### src/rtl/regfile_wb_pkg.sv
`default_nettype none
// ============================================================================
// Module      : regfile_wb_pkg
// Description : Shared definitions for the register-file write-back path.
//               Word/address widths, the HI/LO GPR aliases and the {hi,lo}
//               result record are used by the regfile, decode, the mul/div
//               unit and the write-back controller.
// Revision    : 1.0 - initial release
// ============================================================================
package regfile_wb_pkg;

    localparam int DATA_W = 32;
    localparam int ADDR_W = 5;
    localparam int HI_REG = 31;
    localparam int LO_REG = 30;

    localparam logic [DATA_W-1:0] ZERO_WORD = '0;

    typedef struct packed {
        logic [DATA_W-1:0] hi;
        logic [DATA_W-1:0] lo;
    } hilo_t;

    // Occupancy state of the HI:LO result queue.
    typedef enum logic [1:0] {
        Q_EMPTY   = 2'd0,
        Q_PARTIAL = 2'd1,
        Q_FULL    = 2'd2
    } q_state_t;

    // True when a GPR write targets one of the HI/LO aliases.
    function automatic logic is_hilo_addr(input logic [ADDR_W-1:0] addr);
        return (addr == ADDR_W'(HI_REG)) || (addr == ADDR_W'(LO_REG));
    endfunction

endpackage
`default_nettype wire

### src/rtl/wb_hilo_fifo.sv
`default_nettype none
// ============================================================================
// Module      : wb_hilo_fifo
// Description : Synchronous FIFO of hilo_t records holding mul/div results
//               waiting for the regfile HI/LO port.
//   clk, rst   : clock, synchronous active-high reset
//   push, din  : enqueue din (ignored when full)
//   pop        : dequeue head (ignored when empty)
//   head       : oldest entry (valid when !empty)
//   full/empty : registered occupancy flags
//   count      : number of stored entries
// Revision    : 1.0 - initial release
// ============================================================================
module wb_hilo_fifo
    import regfile_wb_pkg::*;
#(
    parameter int DEPTH = 2    // power of two, >= 2
) (
    input  logic                   clk,
    input  logic                   rst,
    input  logic                   push,
    input  hilo_t                  din,
    input  logic                   pop,
    output hilo_t                  head,
    output logic                   full,
    output logic                   empty,
    output logic [$clog2(DEPTH):0] count
);

    localparam int AW = $clog2(DEPTH);
    localparam int CW = $clog2(DEPTH) + 1;
    localparam logic [CW-1:0] C_DEPTH = CW'(DEPTH);

    hilo_t           r_mem [DEPTH];
    logic [AW-1:0]   r_wr_ptr;
    logic [AW-1:0]   r_rd_ptr;
    logic [CW-1:0]   r_count;
    q_state_t        r_state;

    logic            w_push;
    logic            w_pop;
    logic [CW-1:0]   w_count_nxt;

    assign full  = (r_state == Q_FULL);
    assign empty = (r_state == Q_EMPTY);
    assign count = r_count;
    assign head  = r_mem[r_rd_ptr];

    assign w_push = push && !full;
    assign w_pop  = pop && !empty;

    always_comb begin
        w_count_nxt = r_count + CW'(w_push) - CW'(w_pop);
    end

    // Storage carries no reset; only the pointers define what is valid.
    always_ff @(posedge clk) begin
        if (w_push) begin
            r_mem[r_wr_ptr] <= din;
        end
    end

    // Pointers are exactly log2(DEPTH) bits, so they wrap modulo DEPTH.
    always_ff @(posedge clk) begin
        if (rst) begin
            r_wr_ptr <= '0;
            r_rd_ptr <= '0;
            r_count  <= '0;
            r_state  <= Q_EMPTY;
        end else begin
            if (w_push) begin
                r_wr_ptr <= r_wr_ptr + AW'(1);
            end
            if (w_pop) begin
                r_rd_ptr <= r_rd_ptr + AW'(1);
            end
            r_count <= w_count_nxt;
            unique case (r_state)
                Q_EMPTY: begin
                    if (w_push) begin
                        r_state <= Q_PARTIAL;
                    end
                end
                Q_PARTIAL: begin
                    if (w_count_nxt == C_DEPTH) begin
                        r_state <= Q_FULL;
                    end else if (w_count_nxt == '0) begin
                        r_state <= Q_EMPTY;
                    end
                end
                Q_FULL: begin
                    if (w_pop && !w_push) begin
                        r_state <= Q_PARTIAL;
                    end
                end
                default: r_state <= Q_EMPTY;
            endcase
        end
    end

endmodule
`default_nettype wire

### src/rtl/regfile_wb_ctrl.sv
`default_nettype none
// ============================================================================
// Module      : regfile_wb_ctrl
// Description : Write-back controller feeding the regfile. Merges ALU results
//               onto the GPR write port and queued mul/div HI:LO results onto
//               the HI/LO port, holds the flags value and reports pending
//               HI/LO writes so decode can stall.
//   alu_*      : ALU result valid/ready handshake, address, data
//   flags_*    : flags update strobe and value
//   md_*       : mul/div HI:LO result valid/ready handshake
//   rf_*       : registered regfile write ports and flags value
//   hilo_busy_o: a HI/LO write is queued, offered or issuing
// Revision    : 1.0 - initial release
// ============================================================================
module regfile_wb_ctrl
    import regfile_wb_pkg::*;
#(
    parameter int MQ_DEPTH   = 2,
    parameter int STARVE_MAX = 4
) (
    input  logic              clk,
    input  logic              rst,
    input  logic              alu_valid_i,
    output logic              alu_ready_o,
    input  logic [ADDR_W-1:0] alu_waddr_i,
    input  logic [DATA_W-1:0] alu_wdata_i,
    input  logic              flags_valid_i,
    input  logic [DATA_W-1:0] flags_i,
    input  logic              md_valid_i,
    output logic              md_ready_o,
    input  logic [DATA_W-1:0] md_hi_i,
    input  logic [DATA_W-1:0] md_lo_i,
    output logic              rf_we_o,
    output logic [ADDR_W-1:0] rf_waddr_o,
    output logic [DATA_W-1:0] rf_wdata_o,
    output logic              rf_mul_we_o,
    output logic [DATA_W-1:0] rf_hi_o,
    output logic [DATA_W-1:0] rf_lo_o,
    output logic [DATA_W-1:0] rf_flags_o,
    output logic              hilo_busy_o
);

    localparam int WW = $clog2(STARVE_MAX + 1);
    localparam logic [WW-1:0] C_STARVE_MAX = WW'(STARVE_MAX);

    logic [WW-1:0]             r_wait_cnt;
    logic                      w_alu_fire;
    logic                      w_push;
    logic                      w_pop;
    logic                      w_full;
    logic                      w_empty;
    logic [$clog2(MQ_DEPTH):0] w_count;
    hilo_t                     w_head;
    hilo_t                     w_din;

    // Ready is forced low while in reset and whenever the queued head has
    // been starved long enough; that idle ALU cycle guarantees the pop.
    assign alu_ready_o = !rst && (r_wait_cnt != C_STARVE_MAX);
    assign md_ready_o  = !rst && !w_full;

    assign w_alu_fire = alu_valid_i && alu_ready_o;
    assign w_push     = md_valid_i && md_ready_o;

    // The head only yields to an ALU write aimed at the HI/LO aliases so the
    // two ports never update the same architectural register together.
    assign w_pop = !w_empty && !(w_alu_fire && is_hilo_addr(alu_waddr_i));

    assign w_din.hi = md_hi_i;
    assign w_din.lo = md_lo_i;

    assign hilo_busy_o = (w_count != '0) || md_valid_i || rf_mul_we_o;

    wb_hilo_fifo #(
        .DEPTH (MQ_DEPTH)
    ) u_fifo (
        .clk   (clk),
        .rst   (rst),
        .push  (w_push),
        .din   (w_din),
        .pop   (w_pop),
        .head  (w_head),
        .full  (w_full),
        .empty (w_empty),
        .count (w_count)
    );

    always_ff @(posedge clk) begin
        if (rst) begin
            r_wait_cnt  <= '0;
            rf_we_o     <= 1'b0;
            rf_waddr_o  <= '0;
            rf_wdata_o  <= ZERO_WORD;
            rf_mul_we_o <= 1'b0;
            rf_hi_o     <= ZERO_WORD;
            rf_lo_o     <= ZERO_WORD;
            rf_flags_o  <= ZERO_WORD;
        end else begin
            // r0 writes complete the handshake but never reach the regfile.
            rf_we_o <= w_alu_fire && (alu_waddr_i != '0);
            if (w_alu_fire) begin
                rf_waddr_o <= alu_waddr_i;
                rf_wdata_o <= alu_wdata_i;
            end

            rf_mul_we_o <= w_pop;
            if (w_pop) begin
                rf_hi_o <= w_head.hi;
                rf_lo_o <= w_head.lo;
            end

            if (w_pop) begin
                r_wait_cnt <= '0;
            end else if (!w_empty && (r_wait_cnt != C_STARVE_MAX)) begin
                r_wait_cnt <= r_wait_cnt + WW'(1);
            end

            if (flags_valid_i) begin
                rf_flags_o <= flags_i;
            end
        end
    end

endmodule
`default_nettype wire

### config.mk
export PLATFORM = sky130hd
export DESIGN_NAME = regfile_wb_ctrl
export DESIGN_NICKNAME = d
export VERILOG_FILES = /design/src/rtl/regfile_wb_pkg.sv /design/src/rtl/wb_hilo_fifo.sv /design/src/rtl/regfile_wb_ctrl.sv
export SDC_FILE = /design/constraint.sdc
export NUM_CORES = 1
export LEC_CHECK = 0
export ABC_CLOCK_PERIOD_IN_PS = 3200
export BUFFER_PORTS_ARGS = -buffer_cell sky130_fd_sc_hd__buf_2
export CAP_MARGIN = 20
export CELL_PAD_IN_SITES_DETAIL_PLACEMENT = 0
export CELL_PAD_IN_SITES_GLOBAL_PLACEMENT = 2
export CORE_MARGIN = 5
export CORE_UTILIZATION = 35
export CTS_CLUSTER_SIZE = 28
export DETAILED_ROUTE_END_ITERATION = 8
export GPL_TIMING_DRIVEN = 0
export PLACE_DENSITY = 0.76
export SYNTH_ARGS = -nofsm -noshare
export SYNTH_HDL_FRONTEND = slang
export SYNTH_HIERARCHICAL = 1
export SYNTH_SLANG_ARGS = --single-unit
export TNS_END_PERCENT = 1
### constraint.sdc
create_clock -name clk -period 3.2 [get_ports clk]
set_input_delay 0.16 -clock clk [delete_from_list [all_inputs] [get_ports clk]]
set_output_delay 0.16 -clock clk [all_outputs]
set_load 0.05 [all_outputs]
==> key figures, run 1 <==
CTS
  – CTS clk-pin slew, worst paths: 0.06 ns
  – CTS buffer count: 30
  – Post-CTS setup buffer count: 0
  – Clk buf depth: 3
  – H-tree Lvls: 1
  – Clock Latency Late Sink: 0.54 ns
  – CTS tree: yes
  – CTS Root Cell: clkbuf_16
  – Clk sinks: 273
  – CTS resizes: 0

Timing
  – Relative slew slack: 55.0%
  – Min cycle time layout: 2.84 ns
  – Final setup margin: 0.356 ns
  – Final slew viol count: 0
  – WHS: 0.0393 ns
  – Setup violators final: 0
  – Unrepaired setup endpoints after global routing: false
  – Fin. Hold Viols: 0
  – Final Skew: 0.00854 ns
  – Fmax: 352 MHz
  – Period utilization: 88.9%
  – Slew of the pin with the lowest slew margin: 0.675 ns

Place
  – Post-DP HPWL: 18.1 mm
  – Port buffer count: 274
  – Inst Count DP: 1428
  – GPL Wtd Cong: 0.708
  – Post-Place Setup Slack: 0.332 ns

Die
  – Die height: 184 um
  – IO Pins: 276
  – Num rows: 63
  – Core ar.: 29800 um2
  – Area of the die: 34000 um2
  – Die Wd: 184 um
  – Initial core utilization: 35.7%

Critical path
  – Reg2Reg Setup Slack: 0.36 ns
  – CP Launch Type: flop
  – Critical path startpoint: r_wait_cnt[0]$_SDFFE_PP0P_
  – Crit path arrival time: 3.27 ns
  – Crit. End Element: flop
  – Crit. path cell count: 13
  – R2r worst-path depth: 13
  – CP Cell Sequence: inv_1, ha_1, a21oi_4, a31oi_4, buf_6, buf_6, o21a_1, ha_1, inv_1, ha_1, xor3_1, nor2b_4, a22o_1
  – Cell family with most CP delay: compound AO/OA/AOI/OAI gates
  – CP Max Fanout: 12
  – WP buf/inv: 4
  – Capturing point of the worst reg2reg path: u_fifo/r_state[1]$_SDFFE_PP0P_
  – Worst EP required: 3.63 ns
  – CP Class: reg -> reg
  – Reg2reg start: r_wait_cnt[0]$_SDFFE_PP0P_
  – Critical Path Most Common Cell: ha_1
  – Critical path's slowest cell: dfxtp_1
  – Crit path to: u_fifo/r_state[1]$_SDFFE_PP0P_
  – Worst path max stage delay: 0.33 ns

Logic synthesis
  – Synth Instances: 762
  – Syn nets: 904
  – Top cells by area in the synthesized netlist: edfxtp_1 (36%), dfxtp_1 (27%), mux2_2 (10%), mux2i_1 (9.2%), nand2b_1 (7.5%)
  – #FFs+latches synth: 273
  – Top-area cell type share of the netlist area: 36.1%
  – Seq/Total Area, Yosys: 63.4%
  – Post-synth top area cell: edfxtp_1
  – Unique masters post-synth: 39
  – Mean post-synth cell area: 14.0 um2
  – Synthesized area: 10600 um2
  – Ys Warns: 6

GRT
  – Initial antenna violation count: 2
  – Pin count of the biggest net entering global routing: 43
  – Vias in the first global route: 7668
  – Total track usage: 15.4%
  – Total grt overflow: 0
  – First-pass GRT wire length: 41.8 mm

Pwr
  – Register share of total power: 45.9%
  – Total power: 0.00847 W
  – Leak pwr: 6.17 nW
  – VDD IR max: 0.000487 V
  – Switching Fraction: 25.2%
  – Part of the power in combinational logic: 14.1%
  – PD cells: 568 nW/um2
  – Clock share of power: 39.9%
  – Internal power: 0.00633 W
  – Sw Pwr: 0.00213 W

Final layout
  – Share of post-route cells with drive strength above 1: 36.2%
  – Post-Layout Cell Count: 1621
  – Fill cell total of the finished layout: 2722
  – Most frequent cells in the layout: buf_2 (282), dfxtp_1 (145), dlygate4sd3_1 (136), nand2b_1 (128), edfxtp_1 (128)
  – Net count, final: 1348
  – Most common cell after layout, fill and taps aside: buf_2
  – P&R area growth vs syn: 40.0%

Drt
  – TritonRoute pass-1 iters: 5
  – DRT iter0 DRCs: 225
  – Drt via density: 4.37
  – ANT nets after route: 0
  – Drt drc: 0
  – DR WL/cell: 16.5 um
  – Via count: 7089
  – Final WL: 26.8 mm

Min path
  – HP Class: in -> reg

Run
  – Max Cap Violations: 0

Status
  – Outcome: finished clean
==> per-layer routing <==
metal	routed length, um	up-vias	global-route usage, %
met4	715	0	4.14
li1	-	3550	-
met3	1540	47	3.16
met2	13300	178	27.4
met1	11200	3314	19.1
met5	0	-	0
==> how the worst min path moves through the flow <==
stage	startpoint	end	slack [ns]	cells after the start
floorplan	rst	u_fifo/count[1]$_SDFF_PP0_	0.23	1
global placement	md_lo_i[16]	u_fifo/r_mem[1][16]$_DFFE_PP_	0.35	1
detailed placement	md_lo_i[1]	u_fifo/r_mem[0][1]$_DFFE_PP_	0.35	1
CTS	flags_valid_i	rf_flags_o[31]$_SDFFE_PP0P_	0.01	3
global route	flags_valid_i	rf_flags_o[31]$_SDFFE_PP0P_	0.03	3
finish	flags_valid_i	rf_flags_o[31]$_SDFFE_PP0P_	0.04	3
==> stage by stage <==
step / area, um2 / setup TNS, ns / utilization [%]
2_1_floorplan: 10600 / -19.45 / -
3_3_place_gp: 12500 / -59.25 / 41.9
3_5_place_dp: 12600 / 0 / 42.1
4_1_cts: 14900 / 0 / 50.0
5_1_grt: 14900 / 0 / 50.0
6_report: 14900 / 0 / 50.0
==> cells in the mapped netlist <==
cell / instances
o21a_1: 1
xor3_1: 1
edfxtp_1: 128
nor2b_2: 1
buf_2: 8
mux2_1: 5
xnor2_1: 1
a31oi_4: 1
clkbuf_1: 18
nor3_1: 2
nor2_1: 40
a21bo_2: 1
nor2b_4: 1
a22o_1: 1
a2bb2oi_1: 1
nand2b_1: 128
o21ai_0: 1
a21oi_1: 6
mux2i_1: 98
nand3_1: 1
or3_1: 1
and2_1: 2
nor4_1: 1
nand2_1: 1
nand4_1: 1
nor2b_1: 34
or4_1: 1
a21oi_4: 1
nor3b_1: 1
ha_1: 4
inv_1: 7
nor4bb_1: 1
nand2_2: 1
buf_4: 10
and4_1: 1
and2b_1: 4
mux2_2: 95
dfxtp_1: 145
buf_6: 7
==> kinds of logic (layout without fill, tap and decap cells) <==
logic type / count (synthesis) / count (layout) / share of synthesized area [%]
AO/OA/AOI/OAI: 13 / 13 / 1.01
XOR/XNOR: 2 / 2 / 0.306
adder cells (fa/ha/maj): 4 / 4 / 0.470
buffers and inverters: 50 / 517 / 2.71
flip-flops: 273 / 273 / 63.4
multiplexers: 198 / 198 / 19.8
other: 0 / 2 / 0
AND/OR/NAND/NOR: 222 / 222 / 12.3
==> power groups by stage <==
| stage | registers (W) | logic [W] | clock network [W] |
|---|---|---|---|
| 3_3_place_gp | 0.00396 | 0.00106 | 0 |
| 6_report | 0.00389 | 0.00120 | 0.00338 |
| 4_1_cts | 0.00389 | 0.00122 | 0.00350 |
| 5_1_grt | 0.00391 | 0.00128 | 0.00366 |
| 3_5_place_dp | 0.00396 | 0.00108 | 0 |
| 2_1_floorplan | 0.00433 | 0.000375 | 0 |
==> state kept, by name, indices dropped and copies added (netlist names), 2 cells and up, named ones only <==
signal,flops
rf_lo_o,32
rf_hi_o,32
rf_flags_o,32
rf_wdata_o,32
u_fifo/count,2
u_fifo/r_mem,128
u_fifo/r_state,2
r_wait_cnt,3
rf_waddr_o,5
==> final cells by class <==
class | count | area (um2) | area share [%]
diodes | 2 | 5.00 | 0.0336
repair buffers | 412 | 2790 | 18.7
clock buffers | 44 | 835 | 5.60
multi-input cells | 439 | 3610 | 24.2
inverters | 7 | 28.8 | 0.193
well taps | 390 | 488 | 3.28
clock inverters | 11 | 133 | 0.891
plain buffers | 43 | 262 | 1.76
flip-flops and latches | 273 | 6750 | 45.3
==> timing repair <==
| item | 4_1_cts | 5_1_grt |
|---|---|---|
| hold endpoints to repair | 205 | 0 |
| setup endpoints to repair | 0 | 0 |
| hold buffers | 136 | 0 |
==> worst reg2reg max path, delay by kind of cell, from the launching register on <==
| kind | cells | cell delay, ns |
|---|---|---|
| adders and majority gates | 3 | 0.64 |
| and+or+nand+nor | 1 | 0.14 |
| DFF | 1 | 0.33 |
| AOI/OAI and AO/OA | 4 | 0.82 |
| buffers and inverters | 4 | 0.59 |
| xor gates and xnor gates | 1 | 0.21 |
No activity file was read; power rests on OpenSTA's default activity.
==> inputs of run 2 (changes only) <==
- PLACE_DENSITY: 0.76 -> default
- PLACE_DENSITY_LB_ADDON: default -> 0.15
==> run 2 against run 1 <==
Against the previous run: clock power fell by 2%; clock skew down 0.0014 ns; wire length decreased by 1.2%; combinational power barely moved; worst hold slack worse by 0.0052 ns; non-clock buffer count rose by 2; via count up 0.52%; flip-flop and latch count stayed put; sequential power about the same; core utilization about the same; die area did not move; first-iteration DRC count decreased by 19%; largest cell class unchanged; largest power group unchanged.
==> key figures, run 2 (synthesized netlist as in run 1, its figures left out) <==
Final layout
  – Net count, final: 1351
  – Most frequent cells in the layout: buf_2 (282), dfxtp_1 (145), dlygate4sd3_1 (138), nand2b_1 (128), edfxtp_1 (128)
  – Max reg flops: 128
  – Fill cell total of the finished layout: 2714
  – Final Instance Area: 14900 um2
  – Most common cell after layout, fill and taps aside: buf_2
  – Biggest register: u_fifo/r_mem
  – Share of post-route cells with drive strength above 1: 36.3%
  – P&R area growth vs syn: 40.0%
  – Post-Layout Cell Count: 1625

CTS
  – Clock Latency Late Sink: 0.54 ns
  – Clk sinks: 273
  – CTS resizes: 0
  – CTS buffer count: 31
  – Clk buf depth: 3
  – Hold Buf Count CTS: 138
  – H-tree Lvls: 1
  – Post-CTS setup buffer count: 0
  – CTS Root Cell: clkbuf_16
  – CTS clk-pin slew, worst paths: 0.06 ns
  – CTS tree: yes

GRT
  – First-pass GRT wire length: 41.1 mm
  – Pin count of the biggest net entering global routing: 54
  – Total track usage: 15.1%
  – Vias in the first global route: 7619
  – Total grt overflow: 0
  – Initial antenna violation count: 1

Timing
  – Slew of the pin with the lowest slew margin: 0.608 ns
  – Relative slew slack: 59.5%
  – Min cycle time layout: 2.86 ns
  – Final Skew: 0.00710 ns
  – Setup violators final: 0
  – Period utilization: 89.5%
  – Final setup margin: 0.337 ns
  – Final slew viol count: 0
  – Fin. Hold Viols: 0
  – Unrepaired setup endpoints after global routing: false
  – WHS: 0.0341 ns
  – Fmax: 349 MHz

Die
  – Die height: 184 um
  – Initial core utilization: 35.7%
  – Die Wd: 184 um
  – Area of the die: 34000 um2
  – Core ar.: 29800 um2
  – IO Pins: 276
  – Num rows: 63

Drt
  – TritonRoute pass-1 iters: 4
  – Final WL: 26.5 mm
  – Drt via density: 4.39
  – DR WL/cell: 16.3 um
  – Via count: 7126
  – Drt drc: 0
  – DRT iter0 DRCs: 183
  – ANT nets after route: 0

Critical path
  – Crit path arrival time: 3.29 ns
  – CP Class: reg -> reg
  – Worst EP required: 3.62 ns
  – Crit. End Element: flop
  – CP Max Fanout: 12
  – CP Launch Type: flop

Status
  – Outcome: finished clean

Pwr
  – VDD IR max: 0.000481 V
  – Total power: 0.00839 W
  – Leak pwr: 6.18 nW
  – PD cells: 563 nW/um2

Place
  – Post-DP HPWL: 17.8 mm
  – Inst Count DP: 1428
  – Post-Place Setup Slack: 0.303 ns
  – Dpl cell area: 12500 um2
  – Port buffer count: 274
  – GPL Wtd Cong: 0.709

Run
  – Max Cap Violations: 0

Min path
  – HP Class: in -> reg
-- run 2: changes by cell type in the layout (fill, tap and decap cells not counted) --
cell / delta
dlygate4sd3_1: +2
clkbuf_8: +3
bufinv_16: -2
clkbuf_1: -4
inv_8: +1
buf_16: -1
buf_12: +1
clkinv_1: +4
-- run 2: final cells by class --
type / count / area (um2) / share of cell area, %
repair buffers: 414 / 2800 / 18.8
diodes: 2 / 5.00 / 0.0336
inverters: 7 / 28.8 / 0.193
flip-flops and latches: 273 / 6750 / 45.3
plain buffers: 43 / 262 / 1.76
multi-input cells: 439 / 3610 / 24.2
well taps: 390 / 488 / 3.28
clock buffers: 43 / 861 / 5.78
clock inverters: 14 / 98.8 / 0.664
-- run 2: routing by layer --
metal | up-vias | routed length (um) | share of wire (%) | global-route usage [%]
li1 | 3547 | - | - | -
met1 | 3350 | 11300 | 43 | 19.2
met2 | 181 | 12600 | 48 | 25.6
met3 | 48 | 1750 | 6.6 | 3.73
met4 | 0 | 790 | 3.0 | 4.44
met5 | - | 0 | 0 | 0
-- run 2: per-stage QoR --
| stage | utilization (%) | setup TNS [ns] |
|---|---|---|
| after CTS | 50.0 | 0 |
| after floorplan | - | -19.45 |
| after global routing | 50.0 | 0 |
| after global placement | 41.9 | -62.55 |
| final | 50.0 | 0 |
| after detailed placement | 42.1 | 0 |
-- run 2: where the power goes --
| part | leakage, nW | internal, W | switching [W] |
|---|---|---|---|
| logic | 3.35 | 0.000466 | 0.000726 |
| registers | 2.36 | 0.00383 | 0.0000619 |
| clock network | 0.466 | 0.00195 | 0.00136 |
-- run 2: worst max-delay path: stages, from the launching register on --
cell	delay (ns)
dfxtp_1	0.32
inv_1	0.08
ha_1	0.24
a21oi_4	0.11
a31oi_4	0.37
buf_6	0.23
buf_6	0.21
o21a_1	0.21
ha_1	0.24
inv_1	0.05
ha_1	0.14
xor3_1	0.20
nor2b_4	0.13
a22o_1	0.21
-- run 2: final timing paths --
path | startpoint | endpoint | slack (ns) | cells after the start
max | r_wait_cnt[0]$_SDFFE_PP0P_ | u_fifo/r_state[1]$_SDFFE_PP0P_ | 0.34 | 13
min | flags_valid_i | rf_flags_o[31]$_SDFFE_PP0P_ | 0.03 | 3
max reg2reg | r_wait_cnt[0]$_SDFFE_PP0P_ | u_fifo/r_state[1]$_SDFFE_PP0P_ | 0.34 | 13
min reg2reg | rf_hi_o[13]$_SDFFE_PP0P_ | rf_hi_o[13]$_SDFFE_PP0P_ | 0.47 | 2
==> inputs of run 3 (changes only) <==
- PLACE_DENSITY: default -> 0.81
- PLACE_DENSITY_LB_ADDON: 0.15 -> default
==> run 3 against run 2 <==
Against the previous run: global-route usage fell by 0.055 points; critical path depth unchanged; wire length decreased by 0.43%; clock power is 2% higher; maximum frequency is 0.47% higher; largest cell class unchanged; clock-buffer cell count is 3 lower; core utilization grew 0.067 points.
==> key figures, run 3 (synthesized netlist as in run 1, its figures left out) <==
Status
  – Outcome: finished clean

Timing
  – Min cycle time layout: 2.85 ns
  – Setup violators final: 0
  – Fmax: 351 MHz
  – Period utilization: 89.1%
  – Unrepaired setup endpoints after global routing: false
  – Slew of the pin with the lowest slew margin: 0.731 ns
  – WHS: 0.176 ns
  – Final Skew: 0.0123 ns
  – Final slew viol count: 0
  – Fin. Hold Viols: 0
  – Relative slew slack: 51.3%

Final layout
  – Share of post-route cells with drive strength above 1: 36.3%
  – Multi-input logic area: 3610 um2
  – Post-Layout Cell Count: 1621
  – Most frequent cells in the layout: buf_2 (282), dfxtp_1 (145), dlygate4sd3_1 (139), nand2b_1 (128), edfxtp_1 (128)
  – P&R area growth vs syn: 40.2%
  – Biggest register: u_fifo/r_mem
  – Antenna cells: 0
  – Net count, final: 1350
  – Max reg flops: 128
  – Fill cell total of the finished layout: 2686
  – Most common cell after layout, fill and taps aside: buf_2
  – Fin util: 50.1%
  – Reg area: 6750 um2

Die
  – Num rows: 63
  – Area of the die: 34000 um2
  – IO Pins: 276
  – Initial core utilization: 35.7%
  – Die height: 184 um
  – Die Wd: 184 um
  – Core ar.: 29800 um2

CTS
  – Clk sinks: 273
  – CTS resizes: 0
  – H-tree Lvls: 1
  – Post-CTS setup buffer count: 0
  – CTS clk-pin slew, worst paths: 0.06 ns
  – CTS Root Cell: clkbuf_16
  – CTS tree: yes
  – Clk buf depth: 3
  – CTS buffer count: 29
  – Hold Buf Count CTS: 139
  – Clock Latency Late Sink: 0.54 ns

Pwr
  – PD cells: 568 nW/um2
  – Total power: 0.00848 W
  – VDD IR max: 0.000340 V
  – Leak pwr: 6.19 nW

Drt
  – ANT nets after route: 0
  – DR WL/cell: 16.3 um
  – DRT iter0 DRCs: 209
  – Final WL: 26.4 mm
  – Drt drc: 0
  – Drt via density: 4.45
  – Via count: 7220
  – TritonRoute pass-1 iters: 4

Critical path
  – Crit path arrival time: 3.27 ns
  – CP Class: reg -> reg
  – CP Max Fanout: 12
  – CP Launch Type: flop
  – Worst EP required: 3.62 ns
  – Crit. End Element: flop

GRT
  – First-pass GRT wire length: 41.1 mm
  – Total grt overflow: 0
  – Initial antenna violation count: 0
  – Vias in the first global route: 7639
  – Pin count of the biggest net entering global routing: 50
  – Total track usage: 15.0%

Min path
  – HP Class: in -> reg

Place
  – Port buffer count: 274
  – Post-DP HPWL: 17.8 mm
  – Inst Count DP: 1428
  – GPL Wtd Cong: 0.714

Run
  – Max Cap Violations: 0
[run 3: cell type report]
cell class              count  share of cell area (%)
flip-flops and latches    273                    45.2
multi-input cells         439                    24.2
repair buffers            415                    18.9
clock buffers              40                    5.34
well taps                 390                    3.27
plain buffers              43                    1.75
clock inverters            14                    1.14
inverters                   7                   0.193
[run 3: path summary, 6_finish.rpt]
| path | slack [ns] | cells past startpoint | from | endpoint |
|---|---|---|---|---|
| setup / recovery | 0.35 | 13 | r_wait_cnt[0]$_SDFFE_PP0P_ | u_fifo/r_state[1]$_SDFFE_PP0P_ |
| hold / removal | 0.18 | 5 | md_valid_i | u_fifo/r_state[0]$_SDFFE_PP0P_ |
| setup reg to reg | 0.35 | 13 | r_wait_cnt[0]$_SDFFE_PP0P_ | u_fifo/r_state[1]$_SDFFE_PP0P_ |
| hold reg to reg | 0.47 | 2 | rf_hi_o[17]$_SDFFE_PP0P_ | rf_hi_o[17]$_SDFFE_PP0P_ |
[run 3: report_power, final]
| part | total, W | switching, W | internal, W | leakage [nW] |
|---|---|---|---|---|
| clock network | 0.00339 | 0.00134 | 0.00206 | 0.478 |
| logic | 0.00120 | 0.000729 | 0.000469 | 3.35 |
| registers | 0.00389 | 0.0000622 | 0.00383 | 2.36 |
| total | 0.00848 | 0.00213 | 0.00635 | 6.19 |
[run 3: through the flow]
| step | cell area [um2] | TNS, ns | setup slack (ns) |
|---|---|---|---|
| finish | 14900 | 0 | 0.350 |
| global route | 14900 | 0 | 0.159 |
| CTS | 14900 | 0 | 0.288 |
| detailed placement | 12600 | 0 | 0.315 |
| global placement | 12500 | -69.03 | -1.06 |
| floorplan | 10600 | -19.45 | -0.304 |
[run 3: worst max-delay path, stage by stage (launching register included)]
cell and delay (ns):
dfxtp_1 0.33, inv_1 0.09, ha_1 0.26, a21oi_4 0.11
a31oi_4 0.30, buf_6 0.24, buf_6 0.21, o21a_1 0.21
ha_1 0.24, inv_1 0.06, ha_1 0.14, xor3_1 0.20
nor2b_4 0.13, a22o_1 0.21
[run 3: layer usage]
layer	up-vias	GRT usage, %	wire length (um)
li1	3540	-	-
met1	3438	19.0	11100
met2	193	26.0	12900
met3	49	3.08	1570
met4	0	4.70	811
met5	-	0	0
